### src/rtl/if_fetch.sv
// Instruction-fetch stage: fetch PC, single-outstanding ROM handshake,
// small {pc, inst} buffer presenting its head to the IF/ID boundary.
module if_fetch #(
  parameter int                ADDR_W   = 32,
  parameter int                DATA_W   = 32,
  parameter logic [ADDR_W-1:0] RESET_PC = '0,
  parameter int                DEPTH    = 2
) (
  input  logic              clk,
  input  logic              rst,
  input  logic              stall_i,
  input  logic              flush_i,
  input  logic [ADDR_W-1:0] new_pc_i,
  output logic              rom_req_o,
  output logic [ADDR_W-1:0] rom_addr_o,
  input  logic              rom_ack_i,
  input  logic [DATA_W-1:0] rom_data_i,
  output logic [ADDR_W-1:0] pc_o,
  output logic [DATA_W-1:0] inst_o,
  output logic              inst_valid_o
);

  localparam int PW = (DEPTH > 1) ? $clog2(DEPTH) : 1;
  localparam int CW = $clog2(DEPTH + 1);
  localparam logic [CW:0]     DEPTH_C = (CW+1)'(DEPTH);
  localparam logic [PW-1:0]   LAST    = PW'(DEPTH - 1);
  localparam logic [ADDR_W-1:0] STEP  = ADDR_W'(4);

  typedef struct packed {
    logic [ADDR_W-1:0] pc;
    logic [DATA_W-1:0] inst;
  } entry_t;

  // WAIT keeps the returned word, DROP throws it away (stale after a flush)
  typedef enum logic [1:0] {IDLE, WAIT, DROP} state_t;

  state_t            state;
  logic [ADDR_W-1:0] fetch_pc;
  entry_t            mem [DEPTH];
  logic [PW-1:0]     head, tail;
  logic [CW-1:0]     count;
  logic              pop, push;
  logic [CW:0]       occ;
  logic              room_idle, room_next;
  logic [ADDR_W-1:0] target;

  function automatic logic [PW-1:0] nxt(input logic [PW-1:0] p);
    return (p == LAST) ? '0 : p + 1'b1;
  endfunction

  assign target       = {new_pc_i[ADDR_W-1:2], 2'b00};
  assign inst_valid_o = (count != '0);
  assign pop          = inst_valid_o && !stall_i && !flush_i;
  assign push         = (state == WAIT) && rom_ack_i && !flush_i;

  // occupancy once this cycle's pop has left; decides whether to keep fetching
  assign occ       = {1'b0, count} - (CW+1)'(pop);
  assign room_idle = occ < DEPTH_C;
  assign room_next = (occ + (CW+1)'(1)) < DEPTH_C;

  // head is presented straight from the buffer registers, zeros when empty
  assign pc_o   = inst_valid_o ? mem[head].pc   : '0;
  assign inst_o = inst_valid_o ? mem[head].inst : '0;

  // buffer pointers and occupancy; flush empties the buffer outright
  always_ff @(posedge clk or negedge rst) begin
    if (!rst) begin
      head  <= '0;
      tail  <= '0;
      count <= '0;
    end else if (flush_i) begin
      head  <= '0;
      tail  <= '0;
      count <= '0;
    end else begin
      if (push) tail <= nxt(tail);
      if (pop)  head <= nxt(head);
      count <= count + CW'(push) - CW'(pop);
    end
  end

  // buffer storage, data path only (validity lives in count)
  always_ff @(posedge clk) begin
    if (push) mem[tail] <= '{pc: rom_addr_o, inst: rom_data_i};
  end

  // fetch FSM with registered ROM request/address; a request once issued
  // is always held until acked, even across a redirect
  always_ff @(posedge clk or negedge rst) begin
    if (!rst) begin
      state      <= IDLE;
      fetch_pc   <= {RESET_PC[ADDR_W-1:2], 2'b00};
      rom_req_o  <= 1'b0;
      rom_addr_o <= '0;
    end else begin
      case (state)
        IDLE: begin
          if (flush_i) begin
            fetch_pc   <= target;
            state      <= WAIT;
            rom_req_o  <= 1'b1;
            rom_addr_o <= target;
          end else if (room_idle) begin
            state      <= WAIT;
            rom_req_o  <= 1'b1;
            rom_addr_o <= fetch_pc;
          end
        end
        WAIT: begin
          if (flush_i) begin
            fetch_pc <= target;
            // acked word is stale: reissue at once; otherwise wait it out
            if (rom_ack_i) rom_addr_o <= target;
            else           state      <= DROP;
          end else if (rom_ack_i) begin
            fetch_pc <= rom_addr_o + STEP;
            if (room_next) begin
              rom_addr_o <= rom_addr_o + STEP;
            end else begin
              state     <= IDLE;
              rom_req_o <= 1'b0;
            end
          end
        end
        DROP: begin
          // fetch_pc holds the redirect target until the stale ack returns;
          // a flush here only retargets (the held request gets a stale ack)
          if (flush_i) begin
            fetch_pc <= target;
          end else if (rom_ack_i) begin
            state      <= WAIT;
            rom_addr_o <= fetch_pc;
          end
        end
        default: begin
          state     <= IDLE;
          rom_req_o <= 1'b0;
        end
      endcase
    end
  end

endmodule

### config.mk
export PLATFORM = sky130hd
export DESIGN_NAME = if_fetch
export DESIGN_NICKNAME = d
export VERILOG_FILES = /design/src/rtl/if_fetch.sv
export SDC_FILE = /design/constraint.sdc
export NUM_CORES = 1
export LEC_CHECK = 0
export BUFFER_PORTS_ARGS = -buffer_cell sky130_fd_sc_hd__buf_4
export CAP_MARGIN = 5
export CORE_MARGIN = 2
export CORE_UTILIZATION = 57
export CTS_CLUSTER_SIZE = 8
export DETAILED_ROUTE_END_ITERATION = 10
export GPL_TIMING_DRIVEN = 0
export PLACE_DENSITY = 0.77
export SLEW_MARGIN = 40
export SYNTH_ARGS = -nofsm -noshare
export SYNTH_HDL_FRONTEND = slang
export SYNTH_SLANG_ARGS = --single-unit
### constraint.sdc
create_clock -name clk -period 8 [get_ports clk]
set_input_delay 2 -clock clk [delete_from_list [all_inputs] [get_ports clk]]
set_output_delay 2 -clock clk [all_outputs]
set_load 0.05 [all_outputs]
**After elaboration in Yosys (flattened, before gate mapping)**

Memories as Yosys holds them, arrays and structs flattened.
Cells that the tools add are included.

- Register bits: 71
- Output and inout bits: 98
- Bits in read-only memories: 0
- Logic and storage cells: 87
- Memories kept: 1
- Latch bits: 0
- Bits in writable memories: 128
- Bits of input ports: 69

Memory list:

| name | words | width | read ports | clocked after memory_dff | wr ports | line | text |
|---|---|---|---|---|---|---|---|
| mem | 2 | 64 | 1 | 0 | 1 | 39 | `entry_t mem [DEPTH];` |

- Shift operators: 0
- Multiplexer cells: 39
- Reductions and logical operators: 17
- Divide/modulo/power cells: 0
- Order comparisons: 2
- $mul: 0
- Bitwise gates (word level): 1
- Eq/ne operators: 13
- Add/sub/neg operators: 7

Operator list:

| operator | number |
|---|---|
| $mux 32 | 13 |
| $pmux 32 s3 | 1 |
| $pmux 32 s2 | 1 |
| $add 32x3->32 const B | 1 |
| $mux 2 | 9 |
| $ne 3x3->1 const B | 5 |
| $mux 1 | 13 |
| $reduce_and 6->1 | 2 |
| $ne 2x2->1 const B | 5 |
| $reduce_bool 2->1 | 4 |
| $lt 3x2->1 const B | 2 |
| $pmux 2 s3 | 1 |
| $reduce_and 5->1 | 1 |
| $logic_and 1x1->1 | 4 |
| $add 3x1->3 const B | 1 |
| $pmux 1 s3 | 1 |
| $reduce_and 3->1 | 1 |
| $reduce_bool 3->1 | 1 |
| $sub 2x1->3 | 1 |
| $add 1x1->1 const B | 2 |
| $add 2x1->2 | 1 |
| $eq 2x1->1 const B | 1 |
| $eq 2x2->1 const B | 1 |
| $logic_not 1->1 | 2 |
| other kinds (5) | 5 |

**Longest topological paths before layout**

Gate-level depths: netlist of run 1.

- Depth after elaboration: 10
- Depth in mapped cells: 14
- Mapped depth without buffers: 10

**Least setup slack after synthesis of run 1**

OpenSTA, ideal clock, no wires.

- Kind: input to register
- Start: input port rom_ack_i
- End: memory mem[0][0] (netlist name), enable pin
- Buffers on the path: 1
- Cell stages on the path: 3
- Slack: 0.759 ns
- Setup time: 0.565 ns
- Arrival: 6.676 ns
- Data required time: 7.435 ns
- Cell sequence: clkbuf_1 inv_1 nor3_1

- Longest elaborated chain between the ends: 4

RTL lines:

| item | line | text |
|---|---|---|
| start: declaration | 16 | `input logic rom_ack_i,` |
| $logic_and 1x1->1 (2 in a row) | 54 | `assign push = (state == WAIT) && rom_ack_i && !flush_i;` |
| $mux 1 | 84 | `if (push) mem[tail] <= '{pc: rom_addr_o, inst: rom_data_i};` |
| $mux 1 (not written as such) | 84 |  |
| end: declaration | 39 |  |

No other way between the ends.

**Worst setup path in the final report of run 1**

- Start: input port flush_i
- End: register rom_addr_o[14]

- Longest elaborated chain between the ends: 7
- Elaborated cells on any way between the ends: 13
- Those cells by class: add/sub: 2; order compare: 2; eq/ne: 3; mux: 3; reduce/logical: 3

RTL lines:

| item | line | text |
|---|---|---|
| start: declaration | 12 | `input logic flush_i,` |
| $logic_not 1->1 | 53 | `assign pop = inst_valid_o && !stall_i && !flush_i;` |
| $logic_and 1x1->1 | 53 |  |
| $sub 2x1->3 | 57 | `assign occ = {1'b0, count} - (CW+1)'(pop);` |
| $add 3x1->3 | 59 | `assign room_next = (occ + (CW+1)'(1)) < DEPTH_C;` |
| $lt 3x2->1 | 59 |  |
| $ne 3x3->1 (no source line) | -- |  |
| $reduce_and 6->1 (no source line) | -- |  |
| end signal: assignment | 102 | `rom_addr_o <= target;` |
| end signal: assignment | 106 | `rom_addr_o <= fetch_pc;` |
| end signal: assignment | 113 | `if (rom_ack_i) rom_addr_o <= target;` |
| end: declaration | 15 | `output logic [ADDR_W-1:0] rom_addr_o,` |

Several ways; a longest one is shown, not always the timed one.
A chain may end at the register's enable or synchronous reset.

==> run_results.csv, run 1 <==
group,metric,value,unit
status,status,"finished clean",
logic_synthesis,synth-seq-area-share,56.7,%
logic_synthesis,yosysMostFrequentCell,"edfxtp_1",
die,io_pins,167,
global_route,grt_pass1_vias,7836,
cells_and_area,stdcell_count,1335,
logic_synthesis,netlist_area,0.00991,mm^2
die,die_h,136,um
route,drtPass1Iterations,5,
flow_run,maxCapViolCount,0,
clocking,path_clk_slew,0.07,ns
power,p_per_area,399,mW/mm^2
logic_synthesis,ys_async_sr_fraction,35.7,%
route,route.vias.total,8447,
route,routed_wl,29000,um
timing,fin_crit,5.82,ns
logic_synthesis,avgSynthCellArea,11.0,um^2
die,dieArea,0.0185,mm^2
place,dp_hpwl,19900,um
route,drt_first_iter_violations,873,
place,dp_cells,1303,
clocking,cts_resized,0,
clocking,post_cts_buffers,0,
place,portBuffers,163,
global_route,grt_pass1_wl,43900,um
logic_synthesis,synthCells,904,
timing,fin_setup_tns,0,ns
clocking,clockBufferDepth,2,
logic_synthesis,synth_cell_types,66,
power,ir_drop,0.000220,V
die,coreArea,0.0172,mm^2
die,num_rows,48,
timing,finalMaxSlewViolations,0,
cells_and_area,nNetsFinal,1174,
timing,skew,0.00960,ns
logic_synthesis,synth_warnings,0,
logic_synthesis,synth_common_cells,"edfxtp_1 (128), nor2_1 (104), mux2i_1 (83), dfrtp_1 (71), nand2_1 (71)",
global_route,antenna_found_initial,0,
timing,fin_crit_sh,72.8,%
place,place.gp.congestion,1.01,
route,drc_errors,0,
cells_and_area,synthToLayoutAreaGrowth,22.2,%
timing,setup_violations,0,
setup_path,crit_type,"primary input to register",
clocking,postCtsHoldBufs,0,
clocking,cts.root.buffer_cell,"clkbuf_16",
setup_path,reg2reg_slack,4.46,ns
timing,relSlewSlack,46.3,%
cells_and_area,fin_util,70.5,%
route,ant_nets,0,
logic_synthesis,synth_flop_cell,"edfxtp_1",
logic_synthesis,synth-seq-cells,199,
timing,worst_pin_slew,0.805,ns
route,avgViaCountPerCell,6.33,
timing,fmax,172,MHz
place,place_area,0.0115,mm^2
min_path,hp-class,"register to register",
power,p_leak,0.00471,uW
timing,whs,0.500,ns
clocking,cts_sinks,199,
logic_synthesis,yosys.area.top_type_share,38.8,%
setup_path,startpoint_type,"primary input",
timing,hold_violations,0,
logic_synthesis,syn-num-nets,981,
logic_synthesis,synth_area_leader_cell,"edfxtp_1",
setup_path,cp.arrival,6.12,ns
setup_path,critPathMaxFanout,10,
cells_and_area,fin_area,0.0121,mm^2
logic_synthesis,synth-edff-count,128,
setup_path,required,8.30,ns
cells_and_area,n_antenna_cell,0,
global_route,grt.total_usage,31.6,%
cells_and_area,drive_gt1_share,21.6,%
global_route,grt-ovfl-total,0,
die,fp.dieW,136,um
setup_path,endpoint_kind,"register",
clocking,htreeDepth,4,
clocking,numCtsBuffers,17,
logic_synthesis,synth_area_leaders,"edfxtp_1 (39%), dfrtp_1 (18%), mux2i_1 (8.4%), nor2_1 (3.9%), o21ai_0 (3.0%)",
die,start_util,57.7,%
clocking,worstSkewPairLatency,0.44,ns
clocking,cts_tree,"yes",
timing,rsz0062_at_grt,"no",
global_route,grt_start_max_net_pins,72,
route,wl_per_cell,21.7,um
-- where the power goes --
part / leakage, uW / internal [uW] / switching [uW] / total (uW)
Combinational: 0.00238 / 738 / 1600 / 2340
Sequential: 0.00204 / 1370 / 270 / 1640
Clock: 0.000289 / 445 / 414 / 859
-- per-stage QoR --
| step | total power (uW) | worst slack [ns] |
|---|---|---|
| finish | 4840 | 2.18 |
| global route | 5030 | 2.06 |
| CTS | 4780 | 2.43 |
| detailed placement | 3920 | 2.00 |
| global placement | 3880 | -2.19 |
| floorplan | 3160 | 0.759 |
-- final timing paths --
path | startpoint | end | cells after the start
min | fetch_pc[1]$_DFFE_PN0P_ | fetch_pc[1]$_DFFE_PN0P_ | 2
max | flush_i | rom_addr_o[14]$_DFFE_PN0P_ | 13
max reg2reg | count[1]$_DFF_PN0_ | rom_addr_o[14]$_DFFE_PN0P_ | 11
max in group asynchronous | rst | rom_addr_o[19]$_DFFE_PN0P_ | 1
min in group asynchronous | rst | fetch_pc[28]$_DFFE_PN0P_ | 1
min reg2reg | fetch_pc[1]$_DFFE_PN0P_ | fetch_pc[1]$_DFFE_PN0P_ | 2
-- metal layers --
metal | up-vias | GRT usage, % | part of all wire, %
met5 | - | 0 | 0
met2 | 603 | 49.7 | 45
met1 | 3989 | 42.7 | 40
li1 | 3746 | - | -
met3 | 109 | 7.31 | 11
met4 | 0 | 13.1 | 3.7
-- cell families after synthesis --
family / Yosys count / share of synthesized area (%)
flops: 199 / 56.7
mux: 83 / 8.38
xor+xnor: 22 / 1.94
fa+ha+maj: 8 / 1.01
compound gates: 218 / 14.3
simple gates: 296 / 14.5
buf+inv: 78 / 3.14
-- worst max-delay path, stage by stage --
cell and delay [ns]:
buf_4 0.08, clkbuf_1 0.32, buf_1 0.49, buf_1 0.67
o21ai_0 0.24, nand2b_1 0.12, ha_1 0.17, xor2_1 0.24
nor2_1 0.11, o221ai_1 0.40, clkbuf_1 0.64, clkbuf_1 0.46
o21ai_0 0.18
-- state kept, by name (all words and copies together) (netlist names) --
name	count
mem	128
fetch_pc	32
rom_addr_o	32
count	2
state	2
head	1
rom_req_o	1
tail	1
-- layout by cell type, fill, tap and decap left out, types with 6 or more instances in the layout --
| cell | count |
|---|---|
| xor2_1 | 8 |
| a21o_1 | 6 |
| nand3_1 | 25 |
| nor4_1 | 7 |
| o21ai_0 | 60 |
| a31oi_1 | 8 |
| nor3_1 | 17 |
| o31ai_1 | 6 |
| nand2_1 | 71 |
| dfrtp_1 | 71 |
| a21oi_1 | 58 |
| buf_4 | 168 |
| nor2_1 | 104 |
| inv_1 | 14 |
| edfxtp_1 | 128 |
| clkbuf_16 | 17 |
| ha_1 | 8 |
| buf_2 | 11 |
| buf_1 | 8 |
| o211ai_1 | 11 |
| mux2i_1 | 83 |
| clkbuf_1 | 49 |
| and3_1 | 14 |
| xnor2_1 | 14 |
| nand4_1 | 13 |
| nand2b_1 | 17 |
-- area by class of cell --
class / instances / area [um^2]
Fill cell: 1304 / 5060
Clock buffer: 18 / 429
Sequential cell: 199 / 5620
Clock inverter: 14 / 159
Multi-Input combinational cell: 627 / 4000
Timing Repair Buffer: 174 / 1310
Buffer: 64 / 259
Inverter: 14 / 52.6
Tap cell: 225 / 282
No activity file was read; power rests on OpenSTA's default activity.
==> inputs of run 2 (changes only) <==
==> constraint.sdc (replaced) <==
create_clock -name clk -period 5.58 [get_ports clk]
set_input_delay 1.395 -clock clk [delete_from_list [all_inputs] [get_ports clk]]
set_output_delay 1.395 -clock clk [all_outputs]
set_load 0.05 [all_outputs]
==> run_results.csv, run 2 (synthesis results as in run 1) <==
group,metric,value,unit
die,fp.dieW,136,um
die,coreArea,0.0172,mm^2
route,wl_per_cell,21.5,um
place,dp_hpwl,19800,um
power,ir_drop,0.000358,V
cells_and_area,fin_util,70.8,%
route,routed_wl,28700,um
setup_path,critPathMaxFanout,10,
cells_and_area,final_common_cell,"buf_4",
clocking,cts_resized,0,
route,drc_errors,0,
status,status,"finished clean",
timing,fin_crit,5.19,ns
timing,hold_violations,0,
timing,relSlewSlack,44.3,%
timing,skew,0.0165,ns
cells_and_area,synthToLayoutAreaGrowth,22.6,%
setup_path,endpoint_kind,"register",
clocking,numCtsBuffers,17,
cells_and_area,nNetsFinal,1171,
place,preCtsSetupSlack,0.153,ns
setup_path,cp_num_buf_inv,7,
die,num_rows,48,
cells_and_area,layout_common_cells,"buf_4 (164), edfxtp_1 (128), nor2_1 (104)",
cells_and_area,largest_reg_flops,128,
flow_run,maxCapViolCount,0,
cells_and_area,fin_area,0.0122,mm^2
global_route,grt.total_usage,31.2,%
setup_path,required,5.86,ns
route,avgViaCountPerCell,6.18,
min_path,hp-class,"register to register",
die,dieArea,0.0185,mm^2
global_route,grt_start_max_net_pins,72,
power,p_leak,0.00471,uW
place,portBuffers,163,
power,p_per_area,573,mW/mm^2
cells_and_area,n_antenna_cell,0,
clocking,htreeDepth,4,
timing,finalMaxSlewViolations,0,
clocking,cts_tree,"yes",
clocking,cts.root.buffer_cell,"clkbuf_16",
clocking,cts_sinks,199,
cells_and_area,regMostFlops,"mem",
route,drt_first_iter_violations,886,
setup_path,crit_type,"primary input to register",
setup_path,cpMostUsedCell,"clkbuf_1",
clocking,path_clk_slew,0.07,ns
die,start_util,57.7,%
place,place_area,0.0115,mm^2
timing,fin_crit_sh,93.0,%
setup_path,cp_cell_sequence,"buf_4 -> clkbuf_1 -> clkbuf_1 -> buf_2 -> nor4_1 -> ha_1 -> inv_1 -> ha_1 -> xor2_1 -> nor2_1 -> o221ai_1 -> clkbuf_1 -> clkbuf_1 -> o21ai_0",
cells_and_area,top_regs,"mem (128), fetch_pc (32), rom_addr_o (32)",
setup_path,cpMaxStageDelayCell,"clkbuf_1",
timing,whs,0.501,ns
global_route,antenna_found_initial,0,
setup_path,max_stage_delay,0.64,ns
setup_path,startpoint_type,"primary input",
setup_path,critPathTopFamily,"buffers and inverters",
clocking,worstSkewPairLatency,0.44,ns
clocking,post_cts_buffers,0,
route,drtPass1Iterations,5,
global_route,grt_pass1_vias,7738,
clocking,postCtsHoldBufs,0,
die,io_pins,167,
cells_and_area,drive_gt1_share,21.4,%
timing,setup_violations,0,
timing,worst_pin_slew,0.835,ns
route,ant_nets,0,
timing,fmax,193,MHz
place,dp_cells,1300,
die,die_h,136,um
route,route.vias.total,8236,
place,place.gp.congestion,1.04,
timing,rsz0062_at_grt,"no",
cells_and_area,stdcell_count,1332,
global_route,grt_pass1_wl,43300,um
global_route,grt-ovfl-total,0,
clocking,clockBufferDepth,2,
timing,layout_setup_ws,0.390,ns
setup_path,cp.arrival,5.47,ns
-- run 2: cell types whose count changed in the layout (fill, tap and decap cells not counted), sizes merged --
| cell | before | now |
|---|---|---|
| inv | 21 | 20 |
| bufinv | 1 | 2 |
| buf | 190 | 187 |
-- run 2: worst min-delay path, delay by kind of cell (launching register included) --
family / cells / cell delay [ns]
compound gates: 1 / 0.06
flops: 1 / 0.35
simple gates: 1 / 0.05
-- run 2: stage by stage --
| stage | power, uW | TNS (ns) |
|---|---|---|
| CTS | 6900 | 0 |
| global route | 7260 | 0 |
| finish | 6960 | 0 |
| detailed placement | 5630 | 0 |
| global placement | 5560 | -52.32 |
| floorplan | 4520 | 0 |
-- run 2: final timing paths --
kind	startpoint	to	slack [ns]	cells after the start
max in group asynchronous	rst	rom_addr_o[18]$_DFFE_PN0P_	4.09	1
worst min-delay path	fetch_pc[14]$_DFFE_PN0P_	fetch_pc[14]$_DFFE_PN0P_	0.50	2
worst max-delay path	flush_i	rom_addr_o[0]$_DFFE_PN0P_	0.39	14
worst min register to register	fetch_pc[14]$_DFFE_PN0P_	fetch_pc[14]$_DFFE_PN0P_	0.50	2
min in group asynchronous	rst	fetch_pc[30]$_DFFE_PN0P_	0.96	1
worst max register to register	count[1]$_DFF_PN0_	rom_addr_o[0]$_DFFE_PN0P_	2.00	11
-- run 2: cell type report --
cell class                 count  area (um^2)
clock inverter                14          184
multi-input combinational    627         4000
clock buffer                  18          429
timing repair buffer         171         1320
sequential                   199         5620
tap                          225          282
fill                        1279         5020
buffer                        64          260
inverter                      14         52.6
-- run 2: power breakdown --
| group | leakage, uW | internal [uW] | total [uW] | switching [uW] |
|---|---|---|---|---|
| Combinational | 0.00237 | 1060 | 3320 | 2260 |
| Sequential | 0.00204 | 1970 | 2350 | 388 |
| Clock | 0.000301 | 684 | 1290 | 601 |
| Total | 0.00471 | 3710 | 6960 | 3250 |
-- run 2: per-layer routing --
metal | routed length, um | global-route usage [%] | vias to the layer above
li1 | - | - | 3740
met1 | 11400 | 43.3 | 3930
met4 | 972 | 12.2 | 0
met5 | 0 | 0 | -
met2 | 13300 | 48.5 | 489
met3 | 3030 | 6.86 | 77
==> inputs of run 3 (changes only) <==
--- a/config.mk
+++ b/config.mk
@@ -7,12 +7,12 @@
 export LEC_CHECK = 0
 export BUFFER_PORTS_ARGS = -buffer_cell sky130_fd_sc_hd__buf_4
 export CAP_MARGIN = 5
-export CORE_MARGIN = 2
-export CORE_UTILIZATION = 57
+export CORE_MARGIN = 5
+export CORE_UTILIZATION = 61
 export CTS_CLUSTER_SIZE = 8
 export DETAILED_ROUTE_END_ITERATION = 10
 export GPL_TIMING_DRIVEN = 0
-export PLACE_DENSITY = 0.77
+export PLACE_DENSITY = 0.86
 export SLEW_MARGIN = 40
 export SYNTH_ARGS = -nofsm -noshare
 export SYNTH_HDL_FRONTEND = slang
==> constraint.sdc (replaced) <==
create_clock -name clk -period 6.2 [get_ports clk]
set_input_delay 1.55 -clock clk [delete_from_list [all_inputs] [get_ports clk]]
set_output_delay 1.55 -clock clk [all_outputs]
set_load 0.05 [all_outputs]
==> run_results.csv, run 3 (synthesis results as in run 1) <==
group,metric,value,unit
setup_path,cpMostUsedCell,"clkbuf_1",
clocking,path_clk_slew,0.07,ns
clocking,worstSkewPairLatency,0.45,ns
setup_path,cp.arrival,5.62,ns
route,ant_nets,0,
timing,hold_violations,0,
die,fp.dieW,137,um
clocking,cts_sinks,199,
clocking,postCtsHoldBufs,0,
global_route,antenna_found_initial,0,
cells_and_area,synthToLayoutAreaGrowth,22.2,%
global_route,grt-ovfl-total,0,
setup_path,cp_cell_sequence,"buf_4 -> clkbuf_1 -> clkbuf_1 -> buf_2 -> nor4_1 -> ha_1 -> inv_1 -> ha_1 -> xor2_1 -> nor2_1 -> o221ai_1 -> clkbuf_1 -> clkbuf_1 -> o21ai_0",
timing,setup_violations,0,
cells_and_area,nNetsFinal,1170,
route,route.vias.total,8557,
setup_path,cpMaxStageDelayCell,"clkbuf_1",
clocking,cts_tree,"yes",
die,dieArea,0.0189,mm^2
timing,skew,0.0172,ns
flow_run,maxCapViolCount,0,
timing,relSlewSlack,44.0,%
clocking,cts_resized,0,
setup_path,endpoint_kind,"register",
setup_path,crit_type,"primary input to register",
cells_and_area,stdcell_count,1322,
cells_and_area,top_regs,"mem (128), fetch_pc (32), rom_addr_o (32)",
clocking,htreeDepth,4,
cells_and_area,fin_area,0.0121,mm^2
cells_and_area,regMostFlops,"mem",
cells_and_area,n_antenna_cell,0,
die,io_pins,167,
route,routed_wl,30000,um
timing,worst_pin_slew,0.840,ns
clocking,numCtsBuffers,17,
cells_and_area,final_common_cell,"buf_4",
min_path,hp-class,"register to register",
die,start_util,62.2,%
cells_and_area,drive_gt1_share,21.2,%
setup_path,worstReg2RegStart,"count[1]$_DFF_PN0_",
place,place.gp.congestion,0.977,
global_route,grt_pass1_wl,45000,um
status,status,"finished clean",
die,num_rows,46,
timing,fmax,188,MHz
setup_path,startpoint_type,"primary input",
setup_path,crit_start,"flush_i",
setup_path,endpoint,"rom_addr_o[14]$_DFFE_PN0P_",
power,p_per_area,517,mW/mm^2
place,dp_cells,1290,
die,coreArea,0.0159,mm^2
die,die_h,137,um
clocking,clockBufferDepth,2,
setup_path,critPathMaxFanout,10,
global_route,grt_pass1_vias,8245,
setup_path,critPathTopFamily,"buffers and inverters",
setup_path,cp_num_buf_inv,7,
setup_path,required,6.50,ns
timing,finalMaxSlewViolations,0,
power,ir_drop,0.000291,V
setup_path,worstReg2RegEnd,"rom_addr_o[14]$_DFFE_PN0P_",
cells_and_area,n_fill_cell,1034,
route,drt_first_iter_violations,1046,
route,wl_per_cell,22.7,um
route,drc_errors,0,
timing,fin_crit_sh,85.9,%
place,portBuffers,163,
route,drtPass1Iterations,7,
place,place_area,0.0115,mm^2
setup_path,reg2reg_slack,2.66,ns
setup_path,max_stage_delay,0.61,ns
setup_path,crit_cells,14,
global_route,grt.total_usage,31.6,%
setup_path,reg2reg_depth,11,
cells_and_area,largest_reg_flops,128,
timing,rsz0062_at_grt,"no",
global_route,grt_start_max_net_pins,72,
timing,fin_crit,5.32,ns
power,p_leak,0.00469,uW
clocking,cts.root.buffer_cell,"clkbuf_16",
clocking,post_cts_buffers,0,
place,dp_hpwl,20700,um
route,avgViaCountPerCell,6.47,
cells_and_area,layout_common_cells,"buf_4 (164), edfxtp_1 (128), nor2_1 (104)",
## run 3: changes by cell type in the layout (fill, tap and decap cells not counted), sizes merged
cell	previous run	this run
clkinv	6	5
inv	20	24
bufinv	2	0
buf	187	186
clkbuf	66	65
## run 3: per-stage QoR
| step | setup TNS (ns) | hold WS [ns] | setup WS [ns] | power [uW] | utilization (%) |
|---|---|---|---|---|---|
| 6_report | 0 | 0.506 | 0.876 | 6260 | 76.0 |
| 4_1_cts | 0 | 0.500 | 1.03 | 6180 | 76.0 |
| 2_1_floorplan | 0 | 0.451 | 1.35 | 4070 | - |
| 5_1_grt | 0 | 0.530 | 0.674 | 6520 | 76.0 |
| 3_5_place_dp | 0 | 0.484 | 0.634 | 5070 | 72.3 |
| 3_3_place_gp | -16.97 | 0.472 | -0.270 | 4970 | 71.6 |
## run 3: worst min-delay path by stage
| stage | from | end | depth (start not counted) |
|---|---|---|---|
| after global placement | fetch_pc[19]$_DFFE_PN0P_ | fetch_pc[19]$_DFFE_PN0P_ | 2 |
| after global routing | fetch_pc[11]$_DFFE_PN0P_ | fetch_pc[11]$_DFFE_PN0P_ | 2 |
| after CTS | fetch_pc[11]$_DFFE_PN0P_ | fetch_pc[11]$_DFFE_PN0P_ | 2 |
| after detailed placement | fetch_pc[10]$_DFFE_PN0P_ | fetch_pc[10]$_DFFE_PN0P_ | 1 |
| final | fetch_pc[11]$_DFFE_PN0P_ | fetch_pc[11]$_DFFE_PN0P_ | 2 |
| after floorplan | fetch_pc[11]$_DFFE_PN0P_ | fetch_pc[11]$_DFFE_PN0P_ | 2 |
## run 3: final cells by class
class	instances	area (um^2)	share of cell area (%)
Clock inverter	15	171	1.41
Sequential cell	199	5620	46.4
Multi-Input combinational cell	627	4000	33.0
Timing Repair Buffer	170	1320	10.9
Tap cell	216	270	2.23
Buffer	64	259	2.14
Inverter	14	52.6	0.434
Clock buffer	17	425	3.51
## run 3: routing by layer
metal	routed length, um	GRT usage [%]	up-vias
met5	0	0	-
met4	1240	15.9	0
met3	3970	10.5	127
met2	13900	48.7	615
met1	10800	40.1	4080
li1	-	-	3735
## run 3: worst min-delay path: cells and delay by family (launching register included)
family	cells	cell delay, ns
flip-flops	1	0.36
AND/OR/NAND/NOR	1	0.05
AO/OA/AOI/OAI	1	0.06
## run 3: where the power goes
part | leakage, uW | total [uW] | switching (uW) | internal (uW)
combinational | 0.00236 | 3020 | 2070 | 955
sequential | 0.00204 | 2120 | 355 | 1770
clock | 0.000293 | 1110 | 566 | 549
total | 0.00469 | 6260 | 2990 | 3270
